===== src/rtl/pc_redirect_unit.sv =====
// Fetch-PC sequencer: sequential instruction fetch, branch/jump redirect with
// a one-cycle flush, jal link write, and a sticky halt on a branch-unit warn.
module pc_redirect_unit #(
    parameter int              PC_W     = 32,
    parameter logic [PC_W-1:0] RESET_PC = '0,
    parameter logic [4:0]      RA_REG   = 5'd31
) (
    input  logic            i_clk,
    input  logic            i_reset,
    output logic            o_instr_req,
    input  logic            i_instr_valid,
    input  logic            i_stall,
    output logic [PC_W-1:0] o_pc_out,
    input  logic            i_br_valid,
    input  logic [31:0]     i_br_id,
    input  logic [PC_W-1:0] i_br_pc,
    input  logic [31:0]     i_br_out,
    input  logic            i_br_warn,
    output logic            o_flush,
    output logic            o_ra_we,
    output logic [4:0]      o_ra_addr,
    output logic [31:0]     o_ra_data,
    output logic            o_halted,
    output logic [15:0]     o_redirect_cnt
);

    localparam logic [1:0] S_IDLE     = 2'd0;
    localparam logic [1:0] S_FETCH    = 2'd1;
    localparam logic [1:0] S_REDIRECT = 2'd2;
    localparam logic [1:0] S_HALT     = 2'd3;

    logic [1:0]      r_state;
    logic [PC_W-1:0] r_pc;
    logic            r_instr_req;
    logic            r_flush;
    logic            r_ra_we;
    logic [31:0]     r_ra_data;
    logic            r_halted;
    logic [15:0]     r_cnt;

    logic            w_in_fetch;
    logic            w_is_cond;
    logic            w_is_jump;
    logic            w_is_jal;
    logic            w_warn;
    logic            w_take;
    logic [PC_W-1:0] w_pc_link;
    logic [PC_W-1:0] w_target;

    // Decode the resolved branch; results outside FETCH belong to the flushed stream.
    always_comb begin
        w_in_fetch = (r_state == S_FETCH);
        w_is_cond  = (i_br_id >= 32'd15) && (i_br_id <= 32'd20);
        w_is_jump  = (i_br_id >= 32'd21) && (i_br_id <= 32'd23);
        w_is_jal   = (i_br_id == 32'd23);
        w_warn     = w_in_fetch && i_br_valid && i_br_warn;
        w_pc_link  = i_br_pc + PC_W'(1'b1);
        w_target   = i_br_out[PC_W-1:0];
        w_take     = 1'b0;
        if (w_in_fetch && i_br_valid && !i_br_warn) begin
            if (w_is_cond) begin
                w_target = w_pc_link + i_br_out[PC_W-1:0];
                w_take   = (i_br_out != 32'd0);
            end else if (w_is_jump) begin
                w_take = 1'b1;
            end else begin
                w_take = 1'b0;
            end
        end else begin
            w_take = 1'b0;
        end
    end

    // State machine and registered outputs.
    always_ff @(posedge i_clk or posedge i_reset) begin
        if (i_reset) begin
            r_state     <= S_IDLE;
            r_pc        <= RESET_PC;
            r_instr_req <= 1'b0;
            r_flush     <= 1'b0;
            r_ra_we     <= 1'b0;
            r_ra_data   <= 32'd0;
            r_halted    <= 1'b0;
            r_cnt       <= 16'd0;
        end else begin
            case (r_state)
                S_IDLE: begin
                    r_state     <= S_FETCH;
                    r_instr_req <= 1'b1;
                end
                S_FETCH: begin
                    if (w_warn) begin
                        r_state     <= S_HALT;
                        r_instr_req <= 1'b0;
                        r_halted    <= 1'b1;
                    end else if (w_take) begin
                        r_state     <= S_REDIRECT;
                        r_pc        <= w_target;
                        r_instr_req <= 1'b0;
                        r_flush     <= 1'b1;
                        r_ra_we     <= w_is_jal;
                        if (w_is_jal) begin
                            r_ra_data <= 32'(w_pc_link);
                        end
                        if (r_cnt != 16'hFFFF) begin
                            r_cnt <= r_cnt + 16'd1;
                        end
                    end else if (i_instr_valid && !i_stall) begin
                        r_pc <= r_pc + PC_W'(1'b1);
                    end
                end
                S_REDIRECT: begin
                    r_state     <= S_FETCH;
                    r_instr_req <= 1'b1;
                    r_flush     <= 1'b0;
                    r_ra_we     <= 1'b0;
                end
                S_HALT: begin
                    r_state     <= S_HALT;
                    r_instr_req <= 1'b0;
                    r_halted    <= 1'b1;
                end
                default: begin
                    r_state     <= S_HALT;
                    r_instr_req <= 1'b0;
                    r_flush     <= 1'b0;
                    r_ra_we     <= 1'b0;
                    r_halted    <= 1'b1;
                end
            endcase
        end
    end

    assign o_instr_req    = r_instr_req;
    assign o_pc_out       = r_pc;
    assign o_flush        = r_flush;
    assign o_ra_we        = r_ra_we;
    assign o_ra_addr      = RA_REG;
    assign o_ra_data      = r_ra_data;
    assign o_halted       = r_halted;
    assign o_redirect_cnt = r_cnt;

endmodule


===== config.mk =====
export PLATFORM = sky130hd
export DESIGN_NAME = pc_redirect_unit
export DESIGN_NICKNAME = d
export VERILOG_FILES = /design/src/rtl/pc_redirect_unit.sv
export SDC_FILE = /design/constraint.sdc
export NUM_CORES = 1
export LEC_CHECK = 0
export CORE_ASPECT_RATIO = 0.8
export CORE_MARGIN = 4
export CORE_UTILIZATION = 40
export DETAILED_ROUTE_END_ITERATION = 10
export PLACE_DENSITY = 0.75
export SLEW_MARGIN = 0
export SYNTH_ARGS = -nofsm -noshare
export SYNTH_HDL_FRONTEND = slang
export SYNTH_SLANG_ARGS = --single-unit

===== constraint.sdc =====
create_clock -name i_clk -period 4.4 [get_ports i_clk]
set_clock_uncertainty 0.2 [all_clocks]
set_input_delay 0.44 -clock i_clk [delete_from_list [all_inputs] [get_ports i_clk]]
set_output_delay 0.44 -clock i_clk [all_outputs]
set_load 0.03 [all_outputs]

==> results by group, run 1 <==
Status
  – Outcome: finished clean

Route
  – Wire per inst: 16.52 µm
  – Routed Antenna Nets: 0
  – DR vias: 6416
  – DR vias/cell: 5.255
  – Drt pass-1 iters: 5
  – Final Routed Wirelength: 20.18 mm
  – DRC: 0
  – Initial DRC count: 374

Logic synthesis
  – EDFF count, synth: 0
  – Warnings, synthesis: 0
  – Post-Syn Area: 6558 µm²
  – FFs w/ async S/R, synth: 100.0%
  – Mapped Cells: 747
  – Sequential fraction of the synthesis area: 32.82%
  – Post-Synth XOR/XNOR Area: 13.87%
  – Mapped Avg Cell Area: 8.778 µm²
  – Simple logic cell fraction of the synthesized area: 22.55%
  – #FFs+latches synth: 86
  – Ys flop type: dfrtp_1
  – Compound-Gate Fraction of Synth Area: 13.49%
  – Portion of netlist area occupied by mux cells: 5.972%
  – Main combinational cell family by area after synthesis: simple AND/OR/NAND/NOR gates
  – Post-synthesis cell type count: 63
  – Adder-cell share of the synthesized area: 8.701%

Floorplan
  – Die Y: 122.5 µm
  – Die Area: 18520 µm²
  – Initial cell density of the core: 41.24%
  – Die width: 151.2 µm
  – FP Rows: 41
  – Core area: 15900 µm²
  – Ports: 191

CTS
  – CTS max path bufs: 2
  – # hold bufs at CTS: 0
  – CTS root buffer: clkbuf_16
  – CTS buffer count: 9
  – Worst-path clk slew: 0.07 ns
  – CTS HTree Levels: 3
  – Worst-Skew Late Latency: 0.35 ns
  – Clock sinks: 86
  – CTS tree: built

Critical path
  – CP Data Required Time: 4.48 ns
  – Crit path DAT: 4.36 ns
  – Worst setup EP type: register
  – Crit Path Category: in2reg
  – Startpoint class of the critical path: input port
  – Worst Path Max Fanout: 5
  – Reg2Reg Setup Slack: 1.40 ns

GRT
  – Vias in the first global route: 6258
  – Total gr overflow: 0
  – Tot GR Track Use: 21.63%
  – Largest net degree at the start of global routing: 63
  – First-pass GRT wire length: 31.75 mm
  – Initial antenna violation count: 0

Timing
  – Final period utilization: 97.37%
  – Final-report setup violation count: 0
  – Fin crit period: 4.284 ns
  – Slew HR: 32.46%
  – Maximum clock rate: 233.4 MHz
  – Unrepaired setup endpoints after global routing: yes
  – Least-Margin Pin Slew: 1.012 ns
  – Pins Over Slew Limit: 0
  – Fin. Hold Viols: 0

Power
  – Worst vdd ir: 0.0001951 V
  – Pwr dens: 252.3 nW/µm²
  – Leak: 0.004245 µW
  – PnR Total Power: 2411 µW

Hold path
  – Hold WC Path Type: reg2reg

Placement
  – IO Port Bufs: 185
  – RePlAce Congestion: 0.8986
  – DP HPWL: 16.14 mm

Flow run
  – Max Cap Viol: 0

Cells and area
  – Fraction of layout cells with a size suffix above 1: 15.61%
  – # diodes: 0
  – Final Util: 60.09%
  – Nets: 1148
  – Area Overhead vs Synth: 45.72%
-- final timing paths --
check                           startpoint                  to  cells after the start
worst max-delay path            i_br_pc[3]        o_pc_out[31]                     19
worst min-delay path              o_halted            o_halted                      2
worst max register to register  r_state[1]  o_redirect_cnt[15]                     11
worst min register to register    o_halted            o_halted                      2
max in group asynchronous          i_reset        o_pc_out[12]                      3
min in group asynchronous          i_reset   o_redirect_cnt[3]                      2
-- power breakdown --
group | switching, µW | internal, µW
registers | 46.0 | 824
clock network | 366 | 402
logic | 404 | 370
-- per-stage QoR --
step	setup TNS (ns)	instances	area (µm²)	hold WS, ns	worst slack (ns)
6_report	0	1221	9555	0.2889	0.1157
5_1_grt	-0.1670	1221	9555	0.3111	-0.07499
4_1_cts	0	1219	9457	0.2917	0.08906
3_5_place_dp	-0.6799	1203	9156	0.2732	-0.2687
3_3_place_gp	-0.3278	1203	9156	0.2526	-0.1446
2_1_floorplan	0	751	6573	0.3517	0.2434
-- worst max-delay path, cell delays in order --
cell and delay [ns]:
clkdlybuf4s50_1 0.48, and4_4 0.23, and3_4 0.21, nand4_4 0.14
nor3_4 0.27, nand3_4 0.11, nor2_4 0.12, nand3_2 0.11
xnor2_2 0.16, ha_1 0.33, a21o_1 0.21, a21oi_2 0.16
o21ai_2 0.08, or3_4 0.39, nor3_4 0.23, o31ai_2 0.08
xnor2_1 0.14, or3_1 0.31, a31oi_1 0.16
-- cell type report --
| type | count | area, µm² |
|---|---|---|
| clock inverters | 7 | 75.07 |
| repair buffers | 264 | 2445 |
| flip-flops and latches | 86 | 2152 |
| inverters | 13 | 50.05 |
| well taps | 215 | 269.0 |
| clock buffers | 9 | 225.2 |
| multi-input cells | 627 | 4339 |
| fillers | 1382 | 6347 |
-- synth_stat cells, types with 18 or more instances --
library cell | number | area share [%]
xor2_1 | 32 | 4.3
mux2_2 | 32 | 5.5
o21ai_0 | 26 | 2.0
a31oi_1 | 18 | 1.7
a21oi_1 | 47 | 3.6
nor2_1 | 68 | 3.9
dfrtp_1 | 86 | 33
nand4_1 | 20 | 1.9
ha_1 | 44 | 8.4
xnor2_1 | 70 | 9.3
nand3_1 | 31 | 2.4
nand2_1 | 101 | 5.8
-- metal layers --
metal | wire length (µm) | track usage [%] | vias up
met4 | 496 | 7.361 | 0
met1 | 9638 | 31.07 | 2995
met5 | 0 | 0 | -
met3 | 1646 | 5.205 | 34
met2 | 8395 | 31.89 | 234
li1 | - | - | 3153
-- state kept, by name, summed over array words and instances, names as in the netlist --
| name | count |
|---|---|
| o_pc_out | 32 |
| o_ra_data | 32 |
| o_redirect_cnt | 16 |
| r_state | 2 |
| o_flush | 1 |
| o_halted | 1 |
| o_instr_req | 1 |
| o_ra_we | 1 |
-- layout by cell type, fill, tap and decap left out, types with 3 or more instances in the layout --
cell	instances
a21o_1	16
nor2_1	67
o21ai_0	25
nand2_1	101
a211oi_1	4
a31oi_1	17
and4_1	5
ha_1	44
buf_4	79
dfrtp_1	86
a21oi_1	46
o21bai_1	3
nor3_4	3
nor4_1	15
a41o_1	3
and2_1	3
nand3_1	30
conb_1	5
inv_1	12
nand4_1	20
clkbuf_16	9
nand2b_1	4
xnor2_1	69
clkdlybuf4s50_1	185
xor2_1	31
inv_8	3
mux2_2	32
and3_1	16
nor2b_1	7
nor3_1	10
-- cells by family (layout without fill, tap and decap cells) --
group | Yosys count | count (layout)
fa+ha+maj | 45 | 45
simple gates | 298 | 298
buf+inv | 38 | 293
flops | 86 | 86
compound gates | 141 | 141
xor+xnor | 103 | 103
other cells | 1 | 5
mux | 35 | 35
-- timing repair --
action / 4_1_cts / 5_1_grt
resized for setup: 0 / 17
endpoints found under the setup margin: 0 / 3
setup buffers: 0 / 2
Power figures use the tool's default switching activity.
==> inputs of run 2 (changes only) <==
--- a/config.mk
+++ b/config.mk
@@ -10,6 +10,7 @@
 export CORE_UTILIZATION = 40
 export DETAILED_ROUTE_END_ITERATION = 10
 export PLACE_DENSITY = 0.75
+export SKIP_LAST_GASP = 1
 export SLEW_MARGIN = 0
 export SYNTH_ARGS = -nofsm -noshare
 export SYNTH_HDL_FRONTEND = slang
==> results by group, run 2 (synthesis results as in run 1) <==
Floorplan
  – Ports: 191 (unchanged)
  – FP Rows: 41 (unchanged)
  – Die width: 151.2 µm (unchanged)
  – Die Area: 18520 µm² (unchanged)
  – Core area: 15900 µm² (unchanged)
  – Die Y: 122.5 µm (unchanged)
  – Initial cell density of the core: 41.24% (unchanged)

Critical path
  – Reg2Reg Setup Slack: 1.40 ns (about the same)
  – Worst Path Max Fanout: 5 (unchanged)
  – Crit path DAT: 4.37 ns (about the same)
  – CP Data Required Time: 4.48 ns (about the same)
  – Slowest-stage cell, CP: clkdlybuf4s50_1
  – Worst setup EP type: register
  – Startpoint class of the critical path: input port
  – Crit path cell chain: clkdlybuf4s50_1 > and4_4 > and3_4 > nand4_4 > nor3_4 > nand3_4 > nor2_4 > nand3_2 > xnor2_2 > ha_1 > a21o_1 > a21oi_2 > o21ai_1 > or3_4 > nor3_4 > o31ai_2 > xnor2_1 > or3_1 > a31oi_1
  – Crit Path Category: in2reg
  – Slowest stage delay, CP: 0.48 ns (about the same)
  – Cell repeated most along the worst path: nor3_4

Route
  – Final Routed Wirelength: 20.22 mm (+0.20%)
  – DRC: 0 (unchanged)
  – Wire per inst: 16.56 µm (+0.20%)
  – DR vias/cell: 5.276 (+0.41%)
  – Routed Antenna Nets: 0 (unchanged)
  – DR vias: 6442 (+0.41%)
  – Drt pass-1 iters: 5 (unchanged)
  – Initial DRC count: 370 (-1.1%)

Cells and area
  – Design Area, Final: 9552 µm² (about the same)
  – Non-Filler Instances: 1221 (unchanged)
  – Nets: 1148 (unchanged)
  – # diodes: 0 (unchanged)
  – Commonest non-fill, non-tap cells in the layout: 185 x clkdlybuf4s50_1, 101 x nand2_1, 86 x dfrtp_1
  – Commonest non-fill, non-tap cell in the layout: clkdlybuf4s50_1
  – Area Overhead vs Synth: 45.66% (about the same)
  – Fraction of layout cells with a size suffix above 1: 15.51% (-0.099 points)

GRT
  – Initial antenna violation count: 0 (unchanged)
  – Largest net degree at the start of global routing: 63 (unchanged)
  – Vias in the first global route: 6258 (unchanged)
  – Tot GR Track Use: 21.63% (unchanged)
  – Total gr overflow: 0 (unchanged)
  – First-pass GRT wire length: 31.75 mm (unchanged)

Placement
  – Cell Area, Placed: 9156 µm² (unchanged)
  – DP Cell Count: 1203 (unchanged)
  – IO Port Bufs: 185 (unchanged)
  – DP HPWL: 16.14 mm (unchanged)
  – RePlAce Congestion: 0.8986 (unchanged)

CTS
  – Worst-path clk slew: 0.07 ns (about the same)
  – Worst-Skew Late Latency: 0.35 ns (about the same)
  – # hold bufs at CTS: 0 (unchanged)
  – CTS root buffer: clkbuf_16
  – CTS max path bufs: 2 (unchanged)
  – CTS HTree Levels: 3 (unchanged)
  – CTS tree: built
  – Clock sinks: 86 (unchanged)
  – CTS buffer count: 9 (unchanged)

Timing
  – Least-Margin Pin Slew: 1.013 ns (+0.001597 ns)
  – Final period utilization: 97.49% (+0.12 points)
  – Final-report setup violation count: 0 (unchanged)
  – Unrepaired setup endpoints after global routing: yes
  – Fin crit period: 4.290 ns (+0.005349 ns)
  – Maximum clock rate: 233.1 MHz (-0.12%)
  – Setup TNS: 0 ns (unchanged)
  – Worst hold slack: 0.2892 ns (+0.0003000 ns)
  – Slew HR: 32.36% (-0.11 points)
  – Pins Over Slew Limit: 0 (unchanged)
  – Fin. Hold Viols: 0 (unchanged)

Hold path
  – Hold WC Path Type: reg2reg

Power
  – Pwr dens: 252.5 nW/µm² (about the same)
  – Leak: 0.004244 µW (about the same)
  – Worst vdd ir: 0.0001952 V (about the same)
  – PnR Total Power: 2412 µW (about the same)

Flow run
  – Max Cap Viol: 0 (unchanged)

Status
  – Outcome: finished clean
## run 2: layer usage
layer  global-route usage, %  up-vias  share of wire (%)
li1                        -     3153                  -
met1                   31.07     3016                 48
met2                   31.89      239                 42
met3                   5.205       34                7.9
met4                   7.361        0                2.5
met5                       0        -                  0
## run 2: path summary, 6_finish.rpt
check,from,end,depth (start not counted)
setup reg to reg,r_state[1],o_redirect_cnt[15],11
hold reg to reg,o_halted,o_halted,2
max in group asynchronous,i_reset,o_pc_out[12],3
setup / recovery,i_br_pc[3],o_pc_out[31],19
hold / removal,o_halted,o_halted,2
min in group asynchronous,i_reset,o_redirect_cnt[3],2
## run 2: timing repair
action | CTS | global route
resized for setup | 0 | 16
setup endpoints to repair | 0 | 3
setup buffers | 0 | 2
## run 2: critical path, delay by kind of cell
kind / cells / cell delay, ns
AND/OR/NAND/NOR: 10 / 2.11
buffers and inverters: 1 / 0.48
AO/OA/AOI/OAI: 5 / 0.69
adder cells (fa/ha/maj): 1 / 0.33
XOR/XNOR: 2 / 0.30
## run 2: metrics by stage
step / setup slack, ns / util, %
detailed placement: -0.2687 / 57.58
global placement: -0.1446 / 57.58
CTS: 0.08906 / 59.47
floorplan: 0.2434 / -
finish: 0.1103 / 60.06
global route: -0.08584 / 60.06
## run 2: layout make-up
cell class / count / area [µm²]
inverters: 13 / 50.05
fillers: 1382 / 6351
flip-flops and latches: 86 / 2152
well taps: 215 / 269.0
multi-input cells: 627 / 4335
clock inverters: 7 / 75.07
repair buffers: 264 / 2445
clock buffers: 9 / 225.2
## run 2: where the power goes
group	internal (µW)	switching, µW	leakage [µW]
registers	824	45.9	0.00117
logic	370	405	0.00293
clock network	402	367	0.000144
==> inputs of run 3 (changes only) <==
--- a/config.mk
+++ b/config.mk
@@ -10,6 +10,7 @@
 export CORE_UTILIZATION = 40
 export DETAILED_ROUTE_END_ITERATION = 10
 export PLACE_DENSITY = 0.75
+export SETUP_SLACK_MARGIN = 0.15
 export SKIP_LAST_GASP = 1
 export SLEW_MARGIN = 0
 export SYNTH_ARGS = -nofsm -noshare
==> results by group, run 3 (synthesis results as in run 1) <==
Status
  – Outcome: finished clean

Route
  – DRC: 0 (unchanged)
  – DR vias: 6497 (+0.85%)
  – Initial DRC count: 441 (+19%)
  – Wire per inst: 16.66 µm (+0.59%)
  – Final Routed Wirelength: 20.37 mm (+0.76%)
  – Drt pass-1 iters: 5 (unchanged)
  – DR vias/cell: 5.312 (+0.69%)
  – Routed Antenna Nets: 0 (unchanged)

Critical path
  – Worst reg-to-reg path cell count: 11 (unchanged)
  – Startpoint class of the critical path: input port
  – Crit Path Category: in2reg
  – Cell repeated most along the worst path: nor3_4
  – Worst Setup SP: i_br_pc[0]
  – Worst setup EP type: register
  – Slowest stage delay, CP: 0.48 ns (about the same)
  – Crit path DAT: 4.20 ns (-0.17 ns)
  – CP Data Required Time: 4.48 ns (about the same)
  – Worst flop-to-flop path startpoint: r_state[1]
  – Worst Path Max Fanout: 6 (+1)
  – Crit path cell chain: clkdlybuf4s50_1 > buf_4 > nand4_4 > nor3_4 > nand3_4 > nor2_4 > nand3_2 > xnor2_2 > ha_1 > a21o_1 > a21oi_2 > o21ai_2 > or3_4 > nor3_4 > o31ai_2 > xnor2_1 > or3_1 > a31oi_1
  – Slowest-stage cell, CP: clkdlybuf4s50_1

Power
  – PnR Total Power: 2420 µW (+0.34%)
  – Pwr dens: 251.1 nW/µm² (-0.56%)
  – Clock share of power: 31.9% (about the same)
  – Switching Share: 34.02% (+0.15 points)
  – Leak: 0.004343 µW (+2.3%)
  – Pint: 1597 µW (+0.12%)
  – Psw: 823.4 µW (+0.77%)
  – Comb pwr share: 32.2% (about the same)
  – Seq pwr share: 35.9% (-0.2 points)
  – Worst vdd ir: 0.0001954 V (about the same)

GRT
  – First-pass GRT wire length: 31.75 mm (unchanged)
  – Total gr overflow: 0 (unchanged)
  – Tot GR Track Use: 21.63% (unchanged)
  – Initial antenna violation count: 0 (unchanged)
  – Vias in the first global route: 6257 (-0.016%)
  – Largest net degree at the start of global routing: 63 (unchanged)

CTS
  – CTS buffer count: 9 (unchanged)
  – CTS root buffer: clkbuf_16
  – CTS HTree Levels: 3 (unchanged)
  – CTS tree: built
  – CTS max path bufs: 2 (unchanged)
  – # hold bufs at CTS: 0 (unchanged)
  – Clock sinks: 86 (unchanged)
  – Worst-path clk slew: 0.07 ns (about the same)
  – Worst-Skew Late Latency: 0.35 ns (about the same)

Placement
  – Cell Area, Placed: 9156 µm² (unchanged)
  – IO Port Bufs: 185 (unchanged)
  – DP Cell Count: 1203 (unchanged)
  – RePlAce Congestion: 0.8986 (unchanged)
  – DP HPWL: 16.14 mm (unchanged)

Hold path
  – Hold WC Path Type: reg2reg
  – Hold_sp: o_redirect_cnt[7]
  – Hold Path Cell Cnt: 1 (-1)

Cells and area
  – Fill cell count: 1376 (-0.43%)
  – Commonest non-fill, non-tap cells in the layout: 176 x clkdlybuf4s50_1, 101 x nand2_1, 86 x dfrtp_1
  – Area Overhead vs Synth: 46.98%
  – Sequential cell area: 2152 µm² (unchanged)
  – Commonest non-fill, non-tap cell in the layout: clkdlybuf4s50_1
  – # diodes: 0 (unchanged)
  – Final Util: 60.61% (+0.54 points)
  – Fraction of layout cells with a size suffix above 1: 16.27% (+0.76 points)
  – Non-Filler Instances: 1223 (+0.16%)
  – Nets: 1150 (+0.17%)
  – Multi-input logic area: 4384 µm² (+1.1%)
  – Design Area, Final: 9638 µm² (+0.90%)

Timing
  – Maximum clock rate: 242.6 MHz (+4.1%)
  – Setup TNS: 0 ns (unchanged)
  – Pins Over Slew Limit: 0 (unchanged)
  – Unrepaired setup endpoints after global routing: no
  – Fin. Hold Viols: 0 (unchanged)
  – Final period utilization: 93.67% (-3.8 points)
  – Slew HR: 32.41% (+0.059 points)
  – Least-Margin Pin Slew: 1.014 ns (+0.0002938 ns)
  – Final-report setup violation count: 0 (unchanged)
  – Fin crit period: 4.121 ns (-0.1682 ns)

Floorplan
  – Ports: 191 (unchanged)
  – Initial cell density of the core: 41.24% (unchanged)
  – Core area: 15900 µm² (unchanged)
  – FP Rows: 41 (unchanged)
  – Die Y: 122.5 µm (unchanged)
  – Die width: 151.2 µm (unchanged)
  – Die Area: 18520 µm² (unchanged)

Flow run
  – Max Cap Viol: 0 (unchanged)
run 3: layer usage:
layer / global-route usage (%) / routed length [µm] / up-vias
met5: 0 / 0 / -
met2: 31.89 / 8525 / 253
met3: 5.205 / 1649 / 47
li1: - / - / 3166
met1: 31.07 / 9635 / 3031
met4: 7.361 / 560 / 0
run 3: power groups by stage:
| stage | clock, µW | combinational, µW | sequential (µW) |
|---|---|---|---|
| final | 771 | 780 | 869 |
| after global routing | 821 | 853 | 876 |
| after CTS | 787 | 755 | 868 |
| after detailed placement | 0 | 748 | 883 |
| after global placement | 0 | 736 | 880 |
| after floorplan | 0 | 376 | 919 |
run 3: worst max-delay path, delay by kind of cell:
family	cells	cell delay, ns
xor gates and xnor gates	2	0.31
buffers and inverters	2	0.65
adders and majority gates	1	0.33
and+or+nand+nor	8	1.76
AOI/OAI and AO/OA	5	0.70
run 3: path summary, 6_finish.rpt:
check	end	slack, ns
min reg2reg	o_redirect_cnt[7]	0.29
max reg2reg	o_redirect_cnt[15]	1.41
max	o_pc_out[31]	0.28
max in group asynchronous	o_ra_data[6]	2.59
min in group asynchronous	o_redirect_cnt[3]	0.42
min	o_redirect_cnt[7]	0.29
run 3: repair_timing:
item	in CTS	in global routing
buffers inserted	0	4
resized for setup	1	32
endpoints found under the setup margin	1	9
pin swaps	0	18
run 3: cell type report:
cell class	instances	area share [%]
clock buffer	9	2.337
clock inverter	7	0.7789
inverter	13	0.5193
multi-input combinational	627	45.49
sequential	86	22.33
tap	215	2.791
timing repair buffer	266	25.76
run 3: through the flow:
stage,hold slack (ns),setup WS (ns)
3_5_place_dp,0.2732,-0.2687
2_1_floorplan,0.3517,0.2434
3_3_place_gp,0.2526,-0.1446
5_1_grt,0.3111,0.1095
6_report,0.2895,0.2786
4_1_cts,0.2917,0.1640
